### src/rtl/multi_lane_decode_stage.sv
// N-lane RISC-V main-decode stage with a 2-entry elastic output buffer,
// flush support and a saturating illegal-opcode counter. Optional JAL decode: DECODE_JUMP_EN.
module multi_lane_decode_stage #(
   parameter int LANES  = 2,
   parameter int CNT_W  = 16,
   parameter int CTRL_W = 10
) (
   input  logic                      clk,
   input  logic                      rst,
   input  logic                      in_valid,
   output logic                      in_ready,
   input  logic [LANES*7-1:0]        op_in,
   input  logic [LANES-1:0]          lane_en,
   input  logic                      flush,
   output logic                      out_valid,
   input  logic                      out_ready,
   output logic [LANES*CTRL_W-1:0]   ctrl_out,
   output logic [LANES-1:0]          lane_valid_out,
   output logic [LANES-1:0]          illegal_out,
   output logic [CNT_W-1:0]          illegal_count
);

   // state | meaning
   // EMPTY | no bundle buffered
   // ONE   | head (main) entry holds a bundle
   // TWO   | main and skid both hold bundles; upstream stalled
   typedef enum logic [1:0] {S_EMPTY, S_ONE, S_TWO} state_t;

   localparam logic [CNT_W-1:0] CNT_MAX = {CNT_W{1'b1}};

   state_t state, state_nxt;

   logic [LANES*CTRL_W-1:0] dec_ctrl, main_ctrl, skid_ctrl;
   logic [LANES-1:0]        dec_ill, main_ill, skid_ill, main_lv, skid_lv;
   logic [3:0]              dec_pop;
   logic [CNT_W+3:0]        cnt_sum;
   logic                    accept, emit;

   // {illegal, bundle[9:0]}; a disabled lane decodes to all zeros
   function automatic logic [10:0] decode_lane(input logic [6:0] op, input logic en);
      logic [10:0] r;
      r = 11'd0;
      if (en) begin
         case (op)
            7'b0000011: r = {1'b0, 10'b0_1_00_1_0_1_0_00};
            7'b0100011: r = {1'b0, 10'b0_0_01_1_1_0_0_00};
            7'b0110011: r = {1'b0, 10'b0_1_00_0_0_0_0_10};
            7'b0010011: r = {1'b0, 10'b0_1_00_1_0_0_0_00};
            7'b1100011: r = {1'b0, 10'b0_0_10_0_0_0_1_01};
`ifdef DECODE_JUMP_EN
            7'b1101111: r = {1'b0, 10'b1_1_11_0_0_0_0_00};
`endif
            default:    r = {1'b1, 10'b0};
         endcase
      end
      return r;
   endfunction

   always_comb begin
      logic [10:0] d;
      dec_ctrl = '0;
      dec_ill  = '0;
      dec_pop  = 4'd0;
      d        = 11'd0;
      for (int i = 0; i < LANES; i++) begin
         d = decode_lane(op_in[7*i +: 7], lane_en[i]);
         dec_ctrl[CTRL_W*i +: CTRL_W] = d[CTRL_W-1:0];
         dec_ill[i] = d[10];
         dec_pop    = dec_pop + {3'b000, d[10]};
      end
   end

   assign accept    = in_valid && in_ready;
   assign emit      = out_valid && out_ready;
   assign out_valid = (state != S_EMPTY);

   always_comb begin
      state_nxt = state;
      if (flush) begin
         state_nxt = S_EMPTY;
      end else begin
         case (state)
            S_EMPTY: if (accept) state_nxt = S_ONE;
            S_ONE: begin
               if (accept && !emit)      state_nxt = S_TWO;
               else if (emit && !accept) state_nxt = S_EMPTY;
            end
            S_TWO:   if (emit) state_nxt = S_ONE;
            default: state_nxt = S_EMPTY;
         endcase
      end
   end

   // Main is the head; skid only fills when the head is stalled.
   always_ff @(posedge clk or posedge rst) begin
      if (rst) begin
         state     <= S_EMPTY;
         in_ready  <= 1'b1;
         main_ctrl <= '0;
         main_ill  <= '0;
         main_lv   <= '0;
         skid_ctrl <= '0;
         skid_ill  <= '0;
         skid_lv   <= '0;
      end else begin
         state    <= state_nxt;
         in_ready <= (state_nxt != S_TWO);
         if (!flush) begin
            case (state)
               S_EMPTY: begin
                  if (accept) begin
                     main_ctrl <= dec_ctrl;
                     main_ill  <= dec_ill;
                     main_lv   <= lane_en;
                  end
               end
               S_ONE: begin
                  if (accept && !emit) begin
                     skid_ctrl <= dec_ctrl;
                     skid_ill  <= dec_ill;
                     skid_lv   <= lane_en;
                  end else if (accept && emit) begin
                     main_ctrl <= dec_ctrl;
                     main_ill  <= dec_ill;
                     main_lv   <= lane_en;
                  end
               end
               S_TWO: begin
                  if (emit) begin
                     main_ctrl <= skid_ctrl;
                     main_ill  <= skid_ill;
                     main_lv   <= skid_lv;
                  end
               end
               default: ;
            endcase
         end
      end
   end

   assign ctrl_out       = main_ctrl;
   assign illegal_out    = main_ill;
   assign lane_valid_out = main_lv;

   assign cnt_sum = {4'b0000, illegal_count} + {{CNT_W{1'b0}}, dec_pop};

   always_ff @(posedge clk or posedge rst) begin
      if (rst) begin
         illegal_count <= '0;
      end else if (accept && !flush) begin
         if (cnt_sum > {4'b0000, CNT_MAX}) illegal_count <= CNT_MAX;
         else                              illegal_count <= cnt_sum[CNT_W-1:0];
      end
   end

endmodule

### config.mk
export PLATFORM = sky130hd
export DESIGN_NAME = multi_lane_decode_stage
export DESIGN_NICKNAME = d
export VERILOG_FILES = /design/src/rtl/multi_lane_decode_stage.sv
export SDC_FILE = /design/constraint.sdc
export NUM_CORES = 1
export LEC_CHECK = 0
export CAP_MARGIN = 15
export CORE_AREA = 2 2 65 91
export CTS_CLUSTER_SIZE = 30
export DETAILED_ROUTE_END_ITERATION = 8
export DIE_AREA = 0 0 67 93
export PLACE_DENSITY = 0.74
export SLEW_MARGIN = 25
export SYNTH_ARGS = -nofsm -noshare
export SYNTH_HDL_FRONTEND = slang
export SYNTH_SLANG_ARGS = --single-unit
### constraint.sdc
create_clock -name clk -period 3 [get_ports clk]
set_input_delay 0.3 -clock clk [delete_from_list [all_inputs] [get_ports clk]]
set_output_delay 0.3 -clock clk [all_outputs]
set_load 0.05 [all_outputs]
==> reports/results.ini <==
[outcome]
status=complete, no violations

[pwr]
clock_power_share_pct=28.5
leakagePower_nw=1.48
switching_share_pct=31.9
powerDensity_nw_per_um2=516
power.internal_mw=1.19
p_switching_uw=558
combPwrFrac_pct=25.3
seq_power_share_pct=46.2
worst_ir_drop_vdd_mv=0.360

[synth]
syn_inst=251
ys_warn_count=0
synthSimpleGateAreaFrac_pct=21.5
synth-xor-area-share_pct=2.34
netlist_area_um2=2620
synthAdderAreaFrac_pct=1.24
synthMuxAreaShare_pct=10.4
synth-compound-area-share_pct=11.1
dominantRegCellSynth=dfrtp_1
synth_enable_flop_cells=0
synth_cell_types=44
ys_ff_latch=51
async_flop_share_pct=100
synth_top_family_by_area=simple AND/OR/NAND/NOR gates
yosysSeqAreaShare_pct=48.7
avgSynthCellArea_um2=10.4

[clock_network]
clock_latency_ps=300
holdBufCountCts=0
cts_buffer_depth=2
cts_num_sinks=51
h-tree-depth=2
cts_made_buffers=5
cts_tree=built
clk_pin_slew_ps=90
ctsResizeCount=0
post-cts-setup-buffer-count=0
cts_root_buf=clkbuf_8

[place]
dp_hpwl_um=4310
port_buffers=60
routabilityCongestion=0.854

[critical_path]
critPathRequiredTime_ps=3200
cp-end-kind=register
critPathKind=primary input to register
crit_arrival_ps=2860
start_kind=primary input
crit_fanout=4
timing.rr.start=in_ready
cp-startpoint=op_in[2]

[detailed_routing]
drc=0
wire_per_inst_um=15.5
drtIter0Drc=130
vias_per_cell=5.49
postRouteAntennaNets=0
finalWirelength_um=5920
via_count=2097
drtPass1Iterations=5

[flow_run]
max_cap_viol_count=0

[timing]
tightest_slew_ps=834
clock.fmax_mhz=376
finalSetupViolCount=0
drv_slew=0
finalClockSkew_ps=4.71
hold_violations=0
setup_tns_ps=0
rsz0062_at_grt=no
post-route-min-period_ps=2660
period_share_pct=88.8
relSlewSlack_pct=44.3

[cells_and_area]
syn_to_final_growth_pct=29.4
final_cell_mix=clkdlybuf4s50_1, nand2_1, dfrtp_1
antenna_cells=0
final-seq-area_um2=1280
postLayoutCoreUtil_pct=62.3
final_net_count=336
fillerInstances=504
multiInputGateArea_um2=1230
drive_gt1_share_pct=15.6
final_common_cell=clkdlybuf4s50_1

[grt]
antenna_found_initial=0
grt_first_pass_wirelength_um=10000
grt_usage_pct=20.7
grt_pass1_vias=2138
grt.overflow.total=0
grt_max_degree=33

[floorplan]
die_y_um=93
io_pins=63
fp.dieW_um=67
fp.coreArea_um2=5450
die-area_um2=6230
initial_utilization_pct=48.2
row_count=32

[min_path]
hold_path_class=primary input to asynchronous set/reset pin

[cells in the mapped netlist, types with 4 or more instances]
| master | n | area share (%) |
|---|---|---|
| xnor2_1 | 5 | 1.7 |
| inv_1 | 4 | 0.57 |
| nor2_1 | 4 | 0.57 |
| nand2b_1 | 5 | 1.2 |
| dfrtp_1 | 50 | 48 |
| mux2_4 | 10 | 5.7 |
| o41ai_1 | 4 | 1.3 |
| mux2_2 | 11 | 4.7 |
| nor3_1 | 4 | 0.76 |
| nand2_1 | 52 | 7.4 |
| o21ai_0 | 17 | 3.2 |
| o31ai_1 | 14 | 4.0 |
| nand4_1 | 7 | 1.7 |
| nand3_1 | 8 | 1.5 |
| clkbuf_1 | 4 | 0.57 |
| buf_4 | 8 | 2.3 |
| nor2b_1 | 7 | 1.7 |
[registers in the layout (all words and copies together) (netlist names)]
register / count
ctrl_out: 12
illegal_count: 16
lane_valid_out: 2
in_ready: 1
skid_ctrl: 12
skid_lv: 2
illegal_out: 2
state: 2
skid_ill: 2
[logic make-up after synthesis]
family | Yosys count
AO/OA/AOI/OAI | 43
flip-flops | 51
other | 1
adder cells (fa/ha/maj) | 2
buffers and inverters | 19
multiplexers | 21
XOR/XNOR | 7
AND/OR/NAND/NOR | 107
[metal layers]
layer / global-route usage (%) / routed length (um) / up-vias
met5: 0 / 0 / -
li1: - / - / 1005
met2: 36.1 / 3100 / 57
met1: 25.6 / 2430 / 1030
met3: 4.09 / 329 / 5
met4: 5.95 / 52 / 0
[final cells by class]
type                    count  share of cell area [%]
clock buffers               6                    2.43
clock inverters             2                    1.03
inverters                   4                   0.442
multi-input cells         182                    36.2
flip-flops and latches     51                    37.6
well taps                  68                    2.51
repair buffers             69                    19.7
[per-stage QoR]
step | cell area [um2] | total power [mW] | std cells | hold WS, ps | setup WS, ps
floorplan | 2630 | 1.10 | 252 | 366 | 615
global placement | 3280 | 1.26 | 374 | 455 | 114
detailed placement | 3280 | 1.27 | 374 | 467 | 43.1
CTS | 3390 | 1.76 | 382 | 319 | 384
global route | 3390 | 1.83 | 382 | 339 | 178
finish | 3390 | 1.75 | 382 | 308 | 337
[final timing paths]
check / endpoint / slack [ps] / cells after the start
max: illegal_count[12] / 340 / 10
min: illegal_out[1] / 310 / 2
min reg2reg: skid_ctrl[5] / 480 / 2
max reg2reg: ctrl_out[13] / 900 / 4
min in group clk: skid_ctrl[5] / 480 / 2
max in group asynchronous: in_ready / 1890 / 3
[power groups by stage]
stage | clock, mW | sequential [mW] | combinational, mW
detailed placement | 0 | 0.820 | 0.445
global placement | 0 | 0.819 | 0.440
floorplan | 0 | 0.952 | 0.153
CTS | 0.509 | 0.808 | 0.447
finish | 0.499 | 0.810 | 0.442
global route | 0.538 | 0.816 | 0.475
[critical path: stages]
cell and delay, ps:
clkdlybuf4s50_1 450, and4bb_2 250, a21boi_0 140, nor2b_1 240, fa_1 270, ha_1 180
nand3_1 150, nor4_1 370, buf_4 190, mux2_2 320
(Power assumes the default switching activity.)
